`config.mk`:
```
export PLATFORM = sky130hd
export DESIGN_NAME = jtcontra_sdram
export DESIGN_NICKNAME = d
export VERILOG_FILES = /design/src/rtl/jtcontra_sdram_pkg.sv /design/src/rtl/jtcontra_sdram_refcnt.sv /design/src/rtl/jtcontra_sdram.sv
export SDC_FILE = /design/constraint.sdc
export NUM_CORES = 1
export LEC_CHECK = 0
export BUFFER_PORTS_ARGS = -buffer_cell sky130_fd_sc_hd__buf_2
export CORE_MARGIN = 2
export CORE_UTILIZATION = 55
export CTS_CLUSTER_DIAMETER = 200
export DETAILED_ROUTE_END_ITERATION = 10
export PLACE_DENSITY = 0.89
export SLEW_MARGIN = 5
export SYNTH_ARGS = -nofsm -noshare
export SYNTH_HDL_FRONTEND = slang
export SYNTH_SLANG_ARGS = --single-unit
```
`constraint.sdc`:
```
create_clock -name clk -period 5.45 [get_ports clk]
set_input_delay 0.2725 -clock clk [delete_from_list [all_inputs] [get_ports clk]]
set_output_delay 0.2725 -clock clk [all_outputs]
set_load 0.01 [all_outputs]
```
`src/rtl/jtcontra_sdram_pkg.sv`:
```
// Shared SDRAM command encodings, mode register value and controller state/request types.
package jtcontra_sdram_pkg;

  // {nCS, nRAS, nCAS, nWE}
  localparam logic [3:0] CMD_NOP = 4'b0111;
  localparam logic [3:0] CMD_ACT = 4'b0011;
  localparam logic [3:0] CMD_RD  = 4'b0101;
  localparam logic [3:0] CMD_WR  = 4'b0100;
  localparam logic [3:0] CMD_PRE = 4'b0010;
  localparam logic [3:0] CMD_REF = 4'b0001;
  localparam logic [3:0] CMD_MRS = 4'b0000;

  // Burst length 2, sequential, CL2, single-location writes
  localparam logic [12:0] MODE_REG = 13'b000_1_00_010_0_001;

  typedef enum logic [3:0] {
    ST_INIT_WAIT, ST_INIT_PRE, ST_INIT_REF1, ST_INIT_REF2, ST_INIT_MRS,
    ST_IDLE, ST_ACT, ST_RD, ST_WAIT
  } state_t;

  typedef struct packed {
    logic       wr;
    logic [8:0] col;
    logic [7:0] data;
    logic [1:0] mask;
  } req_t;

endpackage

```
`src/rtl/jtcontra_sdram_refcnt.sv`:
```
// Refresh interval timer feeding a saturating count of owed AUTO REFRESH commands.
module jtcontra_sdram_refcnt
  import jtcontra_sdram_pkg::*;
#(
  parameter int REF_CYCLES = 372
) (
  input  logic clk,
  input  logic rst,
  input  logic en,
  input  logic dec,
  output logic pending,
  output logic urgent
);
  localparam int TW = $clog2(REF_CYCLES + 1);

  logic [TW-1:0] tmr;
  logic [3:0]    pend;
  logic          tick;

  assign tick    = en && (tmr == TW'(REF_CYCLES - 1));
  assign pending = pend != 4'd0;
  assign urgent  = pend == 4'd8;

  always_ff @(posedge clk) begin
    if (rst) begin
      tmr  <= '0;
      pend <= 4'd0;
    end else begin
      if (en) tmr <= tick ? '0 : tmr + 1'b1;
      // A tick and a refresh in the same cycle cancel out
      if (tick && !dec && pend != 4'd8)      pend <= pend + 4'd1;
      else if (dec && !tick && pend != 4'd0) pend <= pend - 4'd1;
    end
  end

endmodule

```
`src/rtl/jtcontra_sdram.sv`:
```
// ROM-bus to SDR SDRAM responder: init, refresh scheduling, 32-bit reads, download byte writes.
module jtcontra_sdram
  import jtcontra_sdram_pkg::*;
#(
  parameter int INIT_WAIT  = 4800,
  parameter int REF_CYCLES = 372,
  parameter int TRCD       = 2,
  parameter int TRP        = 2,
  parameter int TRFC       = 7,
  parameter int CL         = 2
) (
  input  logic        clk,
  input  logic        rst,
  input  logic        sdram_req,
  input  logic [21:0] sdram_addr,
  output logic        sdram_ack,
  output logic        data_rdy,
  output logic [31:0] data_read,
  input  logic        refresh_en,
  input  logic        downloading,
  input  logic        prog_we,
  input  logic [21:0] prog_addr,
  input  logic [7:0]  prog_data,
  input  logic [1:0]  prog_mask,
  output logic        init_done,
  output logic [3:0]  sd_cmd,
  output logic [12:0] sd_a,
  output logic [1:0]  sd_ba,
  output logic [1:0]  sd_dqm,
  output logic [15:0] sd_dq_out,
  output logic        sd_dq_oe,
  input  logic [15:0] sd_dq_in,
  output logic        sd_cke
);
  localparam int CW = $clog2(INIT_WAIT + TRFC + TRP + CL + 4);

  state_t        st, st_nxt;
  logic [CW-1:0] cnt, cnt_nxt;
  req_t          rq, rq_nxt;
  logic [15:0]   dq_r;
  logic [3:0]    cmd_nxt;
  logic [12:0]   a_nxt;
  logic [1:0]    ba_nxt, dqm_nxt;
  logic [15:0]   dq_out_nxt;
  logic          oe_nxt, ack_nxt, rdy_nxt;
  logic [31:0]   rd_nxt;
  logic          ref_pend, ref_urg, ref_dec;

  assign sd_cke = 1'b1;

  jtcontra_sdram_refcnt #(.REF_CYCLES(REF_CYCLES)) u_refcnt (
    .clk(clk), .rst(rst), .en(init_done), .dec(ref_dec),
    .pending(ref_pend), .urgent(ref_urg)
  );

  // Pin values are computed from the next state and registered, so every
  // command leaves the block on the cycle its state is entered.
  // ST_WAIT exits with cnt = delay-2 so the next command from IDLE lands exactly
  // `delay` cycles after the previous one (needs TRP >= 2).
  always_comb begin
    st_nxt     = st;
    cnt_nxt    = (cnt == '0) ? '0 : cnt - 1'b1;
    rq_nxt     = rq;
    cmd_nxt    = CMD_NOP;
    a_nxt      = sd_a;
    ba_nxt     = sd_ba;
    dqm_nxt    = 2'b11;
    dq_out_nxt = sd_dq_out;
    oe_nxt     = 1'b0;
    ack_nxt    = 1'b0;
    rdy_nxt    = 1'b0;
    rd_nxt     = data_read;
    ref_dec    = 1'b0;
    case (st)
      ST_INIT_WAIT: if (cnt == '0) begin
        cmd_nxt = CMD_PRE; a_nxt = 13'h0400; cnt_nxt = CW'(TRP - 1); st_nxt = ST_INIT_PRE;
      end
      ST_INIT_PRE: if (cnt == '0) begin
        cmd_nxt = CMD_REF; cnt_nxt = CW'(TRFC - 1); st_nxt = ST_INIT_REF1;
      end
      ST_INIT_REF1: if (cnt == '0) begin
        cmd_nxt = CMD_REF; cnt_nxt = CW'(TRFC - 1); st_nxt = ST_INIT_REF2;
      end
      ST_INIT_REF2: if (cnt == '0) begin
        cmd_nxt = CMD_MRS; a_nxt = MODE_REG; ba_nxt = 2'b00; cnt_nxt = CW'(1); st_nxt = ST_INIT_MRS;
      end
      ST_INIT_MRS: if (cnt == '0) st_nxt = ST_IDLE;
      ST_IDLE: begin
        if (ref_urg || (ref_pend && refresh_en)) begin
          cmd_nxt = CMD_REF; ref_dec = 1'b1; cnt_nxt = CW'(TRFC - 2); st_nxt = ST_WAIT;
        end else if (downloading && prog_we) begin
          cmd_nxt = CMD_ACT; ba_nxt = prog_addr[21:20]; a_nxt = {2'b00, prog_addr[19:9]};
          rq_nxt.wr = 1'b1; rq_nxt.col = prog_addr[8:0];
          rq_nxt.data = prog_data; rq_nxt.mask = prog_mask;
          cnt_nxt = CW'(TRCD - 1); st_nxt = ST_ACT;
        end else if (sdram_req) begin
          cmd_nxt = CMD_ACT; ba_nxt = sdram_addr[21:20]; a_nxt = {2'b00, sdram_addr[19:9]};
          rq_nxt.wr = 1'b0; rq_nxt.col = sdram_addr[8:0];
          ack_nxt = 1'b1; cnt_nxt = CW'(TRCD - 1); st_nxt = ST_ACT;
        end
      end
      ST_ACT: if (cnt == '0) begin
        a_nxt = {2'b00, 1'b1, 1'b0, rq.col};
        if (rq.wr) begin
          cmd_nxt = CMD_WR; dq_out_nxt = {rq.data, rq.data}; oe_nxt = 1'b1;
          dqm_nxt = rq.mask; ack_nxt = 1'b1; cnt_nxt = CW'(TRP); st_nxt = ST_WAIT;
        end else begin
          cmd_nxt = CMD_RD; dqm_nxt = 2'b00; cnt_nxt = CW'(CL + 1); st_nxt = ST_RD;
        end
      end
      ST_RD: begin
        dqm_nxt = 2'b00;
        if (cnt == '0) begin
          // dq_r holds the first word; the second is still on the pins
          dqm_nxt = 2'b11; rdy_nxt = 1'b1; rd_nxt = {sd_dq_in, dq_r};
          cnt_nxt = CW'(TRP - 2); st_nxt = ST_WAIT;
        end
      end
      ST_WAIT: if (cnt == '0) st_nxt = ST_IDLE;
      default: st_nxt = ST_INIT_WAIT;
    endcase
  end

  always_ff @(posedge clk) begin
    if (rst) begin
      st        <= ST_INIT_WAIT;
      cnt       <= CW'(INIT_WAIT - 1);
      rq        <= '0;
      dq_r      <= 16'd0;
      sd_cmd    <= CMD_NOP;
      sd_a      <= 13'd0;
      sd_ba     <= 2'b00;
      sd_dqm    <= 2'b11;
      sd_dq_out <= 16'd0;
      sd_dq_oe  <= 1'b0;
      sdram_ack <= 1'b0;
      data_rdy  <= 1'b0;
      data_read <= 32'd0;
      init_done <= 1'b0;
    end else begin
      st        <= st_nxt;
      cnt       <= cnt_nxt;
      rq        <= rq_nxt;
      dq_r      <= sd_dq_in;
      sd_cmd    <= cmd_nxt;
      sd_a      <= a_nxt;
      sd_ba     <= ba_nxt;
      sd_dqm    <= dqm_nxt;
      sd_dq_out <= dq_out_nxt;
      sd_dq_oe  <= oe_nxt;
      sdram_ack <= ack_nxt;
      data_rdy  <= rdy_nxt;
      data_read <= rd_nxt;
      init_done <= init_done | (st == ST_INIT_MRS && cnt == '0);
    end
  end

endmodule

```
Yosys cells after proc, flatten, opt, wreduce, memory -nomap -nowiden
Cells that the tools add are included.
{"block": "op_classes", "addsub": 4, "n_eq_ne": 21, "n_mux": 61, "n_bitwise": 4, "reduce_logical": 30}
{"operator": "$mux W13", "count": 14}
{"operator": "$pmux W13 S5", "count": 1}
{"operator": "$mux W4", "count": 13}
{"operator": "$pmux W13 S4", "count": 1}
{"operator": "$pmux W4 S8", "count": 1}
{"operator": "$mux W10", "count": 2}
{"operator": "$mux W3", "count": 6}
{"operator": "$eq A4 B3 Y1 const B", "count": 4}
{"operator": "$mux W2", "count": 8}
{"operator": "$pmux W3 S5", "count": 1}
{"operator": "$ne A2 B2 Y1 const B", "count": 7}
{"operator": "$logic_not A13 Y1", "count": 1}
{"operator": "$sub A13 B1 Y13 const B", "count": 1}
{"operator": "$mux W1", "count": 10}
{"operator": "$reduce_or A2 Y1", "count": 5}
{"operator": "$add A9 B1 Y9 const B", "count": 1}
{"operator": "$eq A9 B9 Y1 const B", "count": 1}
{"operator": "$mux W9", "count": 1}
{"operator": "$reduce_and A3 Y1", "count": 3}
{"operator": "$eq A4 B2 Y1 const B", "count": 2}
{"operator": "$eq A4 B4 Y1 const B", "count": 2}
{"operator": "$logic_and A1 B1 Y1", "count": 8}
{"operator": "$ne A4 B4 Y1 const B", "count": 2}
{"operator": "$pmux W2 S2", "count": 2}
{"operator": "17 further kinds", "count": 23}
{"block": "word_totals", "register_bits": 139, "inputBits": 76, "out_inout_bits": 74}

Logic depth before layout (Yosys ltp)
Gate-level depths: netlist of the first run.
{"block": "logic_depth", "ltp_word": 9, "mapped_depth": 10, "mapped_depth_nobuf": 10}

Cells and area by module
Synthesis of the first run repeated with hierarchy kept, for this count alone.
{"block": "hier_totals", "cells_unflattened": 659, "hier_area_um2": 5659.2}
{"module": "jtcontra_sdram", "instances": 1, "cells_each": 573, "area_each_um2": 4902.2}
{"module": "jtcontra_sdram_refcnt", "instances": 1, "cells_each": 86, "area_each_um2": 757.0}

Worst setup path before layout of the first run
No wires, ideal clock.
{"block": "synth_timing", "kind": "register -> register", "startpoint": "reg u_refcnt.tmr[0]", "endpoint": "reg u_refcnt.pend[3]", "setup_time_ns": 0.071, "arrival_time_ns": 2.585, "required_time_ns": 5.379, "path_slack_ns": 2.794, "path_stages_with_launch": 11, "path_buffers": 0, "synth_period_minus_slack_ns": 2.656, "path_cell_list": "dfxtp_1 ha_1 and3_1 nand3_1 or3_1 ha_1 a21o_1 a21oi_1 nand3_1 or3_1 a21oi_1"}
{"block": "synth_between", "elab_chain_len": 6}
{"element": "from (decl)", "line": "jtcontra_sdram_refcnt.sv:16", "text": "logic [TW-1:0] tmr;"}
{"element": "from (signal assigned)", "line": "jtcontra_sdram_refcnt.sv:29", "text": "if (en) tmr <= tick ? '0 : tmr + 1'b1;"}
{"element": "$eq A9 B9 Y1 *", "line": "jtcontra_sdram_refcnt.sv:20", "text": "assign tick = en && (tmr == TW'(REF_CYCLES - 1));"}
{"element": "$logic_and A1 B1 Y1 *", "line": "jtcontra_sdram_refcnt.sv:20"}
{"element": "$logic_not A1 Y1", "line": "jtcontra_sdram_refcnt.sv:32", "text": "else if (dec && !tick && pend != 4'd0) pend <= pend - 4'd1;"}
{"element": "$logic_and A1 B1 Y1 (2 in series)", "line": "jtcontra_sdram_refcnt.sv:32"}
{"element": "$reduce_bool A2 Y1 (no line)"}
{"element": "to (signal assigned)", "line": "jtcontra_sdram_refcnt.sv:31", "text": "if (tick && !dec && pend != 4'd8) pend <= pend + 4'd1;"}
{"element": "to (signal assigned)", "line": "jtcontra_sdram_refcnt.sv:32"}
{"element": "to (decl)", "line": "jtcontra_sdram_refcnt.sv:17", "text": "logic [3:0] pend;"}
Mark *: on every way between the ends. The rest lies on a longest branch, timed or not.
A chain may end at the register's enable or synchronous reset.

Final worst setup path of the first run
{"block": "layout_timing", "startpoint": "reg st[2]", "endpoint": "reg u_refcnt.pend[3]"}
{"block": "layout_between", "elab_chain_len": 6}
{"element": "from (decl)", "line": "jtcontra_sdram.sv:37", "text": "state_t st, st_nxt;"}
{"element": "from (signal assigned)", "line": "jtcontra_sdram.sv:141", "text": "st <= st_nxt;"}
{"element": "$eq A4 B3 Y1 *", "line": "jtcontra_sdram.sv:74", "text": "case (st)"}
{"element": "$mux W1 *", "line": "jtcontra_sdram.sv:74"}
{"element": "$logic_not A1 Y1", "line": "jtcontra_sdram_refcnt.sv:31"}
{"element": "$logic_and A1 B1 Y1 (2 in series)", "line": "jtcontra_sdram_refcnt.sv:31"}
{"element": "$mux W4 / $reduce_bool A2 Y1 (equally long branches)"}
Marks and branches as above.

==> summary.md, run 1 <==
| Metric | Value |
|---|---|
| Hold Crit Class | `in -> reg` |
| Synth area leaders | `dfxtp_1, a21oi_1, nand2_1` |
| Die footprint | `11380 µm²` |
| GP Congestion | `about 0.9` |
| H-Tree Depth | `4` |
| Top-count cell post-synth | `dfxtp_1` |
| Synth Area per Inst | `8.554 µm²` |
| Post-Syn Instances | `678` |
| GR Overflow Total | `0` |
| Post-synth EDFFs | `0` |
| Share of power burned in registers | `a little under half` |
| Worst-path clk slew | `0.07 ns` |
| Part of the power in the clock network | `50.4%` |
| Crit-path max FO | `25` |
| Core Area | `approximately 10000 µm²` |
| DPL Wire Length | `approximately 9 mm` |
| Post-DRT Antenna Nets | `0` |
| FILL cells | `approximately 760` |
| P&R area growth vs syn | `24.53%` |
| Post-route clock period utilization | `about three fifths` |
| Initial antenna violation count | `0` |
| Main flop type after synthesis | `dfxtp_1` |
| Critical path endpoint category | `flip-flop` |
| Min Tclk post-route | `about 3.3 ns` |
| Max Cap Viol | `0` |
| IO buf count | `roughly 150` |
| Sequential area share after synthesis | `44.19%` |
| WP data required | `5.89 ns` |
| Fin nets | `between 800 and 900` |
| Drt pass-1 iters | `8` |
| RSZ-0062 raised after global routing | `false` |
| Worst skew pair latency | `about 0.52 ns` |
| Switching Power | `around 0.5 mW` |
| P_leak | `slightly above 3 nW` |
| Post-route insts no fill | `between 900 and 1000` |
| Worst setup SP type | `flip-flop` |
| DIE WIDTH | `between 100 and 150 µm` |
| Setup-failing EPs final | `0` |
| Die H | `approximately 110 µm` |
| DR vias/cell | `5.580` |
| Worst EP arrival | `3.77 ns` |
| DP Cell Count | `slightly above 900` |
| Setup TNS | `0 ns` |
| CTS sink count | `around 130` |
| Top cells by instance count after synthesis | `dfxtp_1, nand2_1, a21oi_1` |
| Starting Density | `between 50% and 60%` |
| Pin count of the biggest net entering global routing | `between 100 and 150` |
| First-pass GRT wire length | `23.89 mm` |
| Synth area leader | `dfxtp_1` |
| Final Skew | `0.009220 ns` |
| DR vias | `between 5000 and 6000` |
| Pins Over Slew Limit | `0` |
| DR DRC count | `0` |
| Achievable Freq | `0.3006 GHz` |
| Num rows | `37` |
| Cts bufs inserted | `17` |
| Flop and latch count out of synthesis | `around 130` |
| Internal power | `1.600 mW` |
| Worst-Margin Slew | `around 1.2 ns` |
| I/O Pins | `150` |
| DR WL/cell | `around 15 µm` |
| CTS Root Buffer Type | `clkbuf_8` |
| Distinct cell type count after synthesis | `64` |
| Final hold violations | `0` |
| PwrDens | `around 290 nW/µm²` |
| Net Sw Frac | `about a quarter` |
| WL final | `approximately 15 mm` |
| Vias in the first global route | `roughly 5100` |
| CTS tree | `built` |
| Slew HR | `20.76%` |
| Critical path type | `reg -> reg` |
| Peak supply drop | `around 0.32 mV` |
| Post-Syn Area | `around 5800 µm²` |
| FF-to-FF setup slack | `2.12 ns` |
| Run status | `finished, final reports clean` |
| CTS max path bufs | `2` |
| Ant. Diodes | `0` |
| Initial DRC count | `approximately 390` |
| Share of layout cells above drive strength 1 | `roughly a quarter` |
| Comb power frac | `under 10%` |
| Yosys top cell area share | `44.19%` |
| All-Layer GR Usage | `around 26%` |
| Synth warn | `0` |
| Post-synth ARST share | `0%` |
| Setup bufs post-CTS | `0` |
-- critical path, stage by stage (launching register included) --
cell	delay (ns)
dfxtp_1	0.81
nand4bb_1	0.59
a21oi_4	0.38
or3_1	0.22
ha_1	0.25
a21o_1	0.18
a21oi_1	0.23
nand3_1	0.14
or3_1	0.33
a21oi_1	0.12
-- worst paths after layout --
check | from | depth (start not counted) | end
max | st[2] | 9 | u_refcnt.pend[3]
min | prog_data[4] | 3 | rq[6]
max reg2reg | st[2] | 9 | u_refcnt.pend[3]
min reg2reg | dq_r[8] | 2 | data_read[8]
-- power by group through the flow --
stage,clock network [mW],logic [mW],registers [mW]
2_1_floorplan,0,0.0409,0.967
3_3_place_gp,0,0.0750,0.967
3_5_place_dp,0,0.0761,0.967
4_1_cts,1.06,0.0899,0.947
5_1_grt,1.11,0.100,0.947
6_report,1.05,0.0915,0.947
-- logic make-up after synthesis --
kind of cell | after synthesis | share of synthesized area (%)
AO/OA/AOI/OAI | 151 | 16.16
XOR/XNOR | 19 | 2.869
adder cells (fa/ha/maj) | 5 | 1.208
buffers and inverters | 64 | 5.868
flip-flops | 128 | 44.19
multiplexers | 27 | 4.703
other | 2 | 0.1295
AND/OR/NAND/NOR | 282 | 24.88
-- layer usage --
| layer | part of all wire, % | routed length [µm] | global-route usage (%) |
|---|---|---|---|
| met2 | 49 | 7197 | 43.49 |
| met3 | 6.6 | 960 | 5.167 |
| met4 | 1.7 | 250 | 10.02 |
| met1 | 43 | 6240 | 33.12 |
| met5 | 0 | 0 | 0 |
-- placed cells by master (no fill, tap or decap), types with 3 or more instances in the layout --
cell type      instances
conb_1                 4
inv_1                  6
mux2i_1               25
dlygate4sd3_1         24
clkinv_2               3
or3_1                  4
clkinv_4               4
o21a_1                 3
xnor2_1               11
clkbuf_16             16
nor3_1                14
nand2b_1               8
nand2_1              107
buf_2                144
o211ai_1               4
nand3b_1               4
nor3b_1                4
buf_4                  5
nor2_1                52
o21ai_0               20
a211oi_1               3
o32ai_1                3
nand3_1               29
nor4_1                 4
xor2_1                 8
nand4_1                7
a31oi_1                6
a211oi_2               7
a21oi_1               90
dfxtp_1              128
ha_1                   4
nor2b_1               19
and3_1                 8
-- state kept, by name, summed over array words and instances, names as in the netlist, 3 cells and up --
signal and flops:
sd_cmd 3, cnt 13, rq 20, u_refcnt.tmr 9
sd_dq_out 8, dq_r 16, st 4, data_read 32
sd_a 11, u_refcnt.pend 4
-- cell type report --
cell class	instances	area [µm²]	area share [%]
clock buffers	18	417.9	5.787
flip-flops and latches	128	2562	35.48
repair buffers	173	998.5	13.83
multi-input cells	488	2915	40.37
well taps	136	170.2	2.356
clock inverters	14	135.1	1.871
inverters	6	22.52	0.3119
-- stage by stage --
stage,setup WS [ns],util [%],power [mW],hold slack (ns),cell area (µm²)
finish,2.124,70.27,2.092,0.02027,7222
global route,1.845,70.27,2.153,0.01563,7222
CTS,2.178,70.27,2.101,0.001840,7222
detailed placement,2.211,62.55,1.043,0.4245,6429
global placement,2.352,62.55,1.042,0.4191,6429
floorplan,2.794,-,1.007,0.4007,5807
-- what timing repair did --
| item | CTS | global route |
|---|---|---|
| gates resized for setup | 0 | 0 |
| hold buffers | 24 | 0 |
| endpoints found under the setup margin | 0 | 0 |
| endpoints found under the hold margin | 34 | 0 |
(Power assumes the default switching activity.)
==> inputs of run 2 (changes only) <==
CORE_UTILIZATION = 53   (was 55)
PLACE_DENSITY = 0.86   (was 0.89)
clock period = 3.3 ns   (was 5.45 ns; I/O delays follow)
==> run 2 against run 1 <==
Worst setup slack got worse by 1.6 ns. Combinational power is 65% higher. Sequential share of layout area down 0.57 points. Final cell count up 1.7%. Clock skew increased by 0.0028 ns. Largest cell class unchanged. Highest routed layer unchanged.
==> summary.md, run 2 (synthesized netlist as in run 1, its figures left out) <==
| Metric | Value |
|---|---|
| Die footprint | `11800 µm²` |
| Achievable Freq | `roughly 0.36 GHz` |
| Core Area | `approximately 11000 µm²` |
| Worst-path clk slew | `0.06 ns` |
| Max FFs per register | `32` |
| WP data required | `between 3 and 4 ns` |
| GR Overflow Total | `0` |
| GP Congestion | `approximately 0.91` |
| Fin nets | `slightly above 900` |
| Post-route clock period utilization | `between 80% and 90%` |
| Initial antenna violation count | `0` |
| H-Tree Depth | `4` |
| WL final | `15.32 mm` |
| CP max stage cell | `or4b_4` |
| DR WL/cell | `about 16 µm` |
| Critical path origin | `u_refcnt.pend[0]` |
| I/O Pins | `150` |
| P_leak | `around 3.1 nW` |
| Resized cells post-CTS | `0` |
| Cts bufs inserted | `17` |
| Share of layout cells above drive strength 1 | `about a quarter` |
| Vias in the first global route | `5336` |
| Die H | `108.6 µm` |
| PwrDens | `~480 nW/µm²` |
| Min Tclk post-route | `2.761 ns` |
| Reg with most FFs | `data_read` |
| Core Util, Final | `between 60% and 70%` |
| DR DRC count | `0` |
| Critical path endpoint category | `flip-flop` |
| Setup-failing EPs final | `0` |
| Ant. Diodes | `0` |
| DPL Wire Length | `approximately 9.6 mm` |
| All-Layer GR Usage | `a little over a quarter` |
| Top Registers | `data_read: 32 flops, rq: 20 flops, dq_r: 16 flops` |
| Final Skew | `0.01203 ns` |
| FILL cells | `between 800 and 900` |
| Most frequent cells in the layout | `buf_2, dfxtp_1, nand2_1` |
| Max stage delay on crit path | `about 0.62 ns` |
| Slew HR | `24.22%` |
| Max Cap Viol | `0` |
| Run status | `finished, final reports clean` |
| Peak supply drop | `~0.36 mV` |
| Pins Over Slew Limit | `0` |
| Critical path type | `reg -> reg` |
| Hold Crit Start | `sdram_addr[2]` |
| Hold Crit Class | `in -> reg` |
| CTS tree | `built` |
| Num rows | `38` |
| Worst EP arrival | `3.21 ns` |
| Initial DRC count | `~350` |
| P&R area growth vs syn | `26.56%` |
| IO buf count | `about 150` |
| Number of buffer and inverter stages on the critical path | `0` |
| Setup TNS | `0 ns` |
| Starting Density | `53.97%` |
| RSZ-0062 raised after global routing | `false` |
| CTS max path bufs | `2` |
| DR vias/cell | `between 5 and 6` |
| Worst setup SP type | `flip-flop` |
| DIE WIDTH | `between 100 and 150 µm` |
| Delay-heaviest family, CP | `simple AND/OR/NAND/NOR gates` |
| Crit-path max FO | `10` |
| Drt pass-1 iters | `5` |
| CTS sink count | `128` |
| Worst-Margin Slew | `1.137 ns` |
| Most common cell after layout, fill and taps aside | `buf_2` |
| First-pass GRT wire length | `roughly 25 mm` |
| DR vias | `approximately 5400` |
| Pin count of the biggest net entering global routing | `60` |
| Worst skew pair latency | `between 0.5 and 0.6 ns` |
| CTS Root Buffer Type | `clkbuf_8` |
| Critical path, cell by cell | `or4b_4 -> a21oi_4 -> or3_1 -> ha_1 -> a21o_1 -> a21oi_1 -> nand3_1 -> or3_1 -> a21oi_1` |
| Final hold violations | `0` |
| Reg2reg start | `u_refcnt.pend[0]` |
| Post-DRT Antenna Nets | `0` |
-- run 2: changes by cell type in the layout (fill, tap and decap cells not counted) --
cell,change
clkinvlp_4,+1
clkinv_2,-3
buf_4,+10
inv_6,+6
inv_8,-1
clkbuf_8,+1
clkinv_4,-3
clkbuf_1,-1
dlygate4sd3_1,+2
-- run 2: layout make-up --
| class | count | area [µm²] | share of cell area (%) |
|---|---|---|---|
| clock buffer | 18 | 427.9 | 5.830 |
| clock inverter | 14 | 142.6 | 1.943 |
| inverter | 6 | 22.52 | 0.3069 |
| multi-input combinational | 488 | 2915 | 39.72 |
| sequential | 128 | 2562 | 34.91 |
| tap | 140 | 175.2 | 2.387 |
| timing repair buffer | 185 | 1094 | 14.90 |
-- run 2: worst paths after layout --
check | end | slack, ns | cells past startpoint
hold reg to reg | data_read[15] | 0.44 | 2
setup / recovery | u_refcnt.pend[3] | 0.54 | 9
setup reg to reg | u_refcnt.pend[3] | 0.54 | 9
hold / removal | rq[12] | 0.04 | 5
-- run 2: power by group --
| part | total (mW) | leakage [nW] | internal (mW) | switching (mW) |
|---|---|---|---|---|
| clock | 1.79 | 0.273 | 1.04 | 0.752 |
| combinational | 0.151 | 1.82 | 0.0735 | 0.0777 |
| sequential | 1.56 | 1.04 | 1.56 | 0.00487 |
| total | 3.51 | 3.13 | 2.68 | 0.834 |
-- run 2: timing repair --
action | 4_1_cts | 5_1_grt
hold buffers | 26 | 0
setup buffers | 0 | 0
endpoints found under the hold margin | 42 | 0
-- run 2: worst register-to-register path, stage by stage (launching register included) --
cell	delay (ns)
dfxtp_1	0.43
or4b_4	0.62
a21oi_4	0.21
or3_1	0.20
ha_1	0.24
a21o_1	0.17
a21oi_1	0.24
nand3_1	0.13
or3_1	0.32
a21oi_1	0.12
-- run 2: per-stage QoR --
stage / instances / total power [mW] / instance area (µm²) / hold slack, ns / setup WS, ns
finish: 979 / 3.510 / 7340 / 0.04119 / 0.5390
global route: 979 / 3.627 / 7340 / 0.04905 / 0.3653
CTS: 979 / 3.528 / 7340 / 0.02314 / 0.5406
detailed placement: 921 / 1.721 / 6509 / 0.3918 / 0.5568
global placement: 921 / 1.720 / 6509 / 0.3890 / 0.6523
floorplan: 680 / 1.664 / 5807 / 0.2932 / 0.6437
-- run 2: per-layer routing --
| metal | track usage (%) | part of all wire, % |
|---|---|---|
| met5 | 0 | 0 |
| met4 | 9.615 | 1.7 |
| met3 | 9.464 | 7.7 |
| met2 | 47.37 | 50 |
| met1 | 31.11 | 40 |
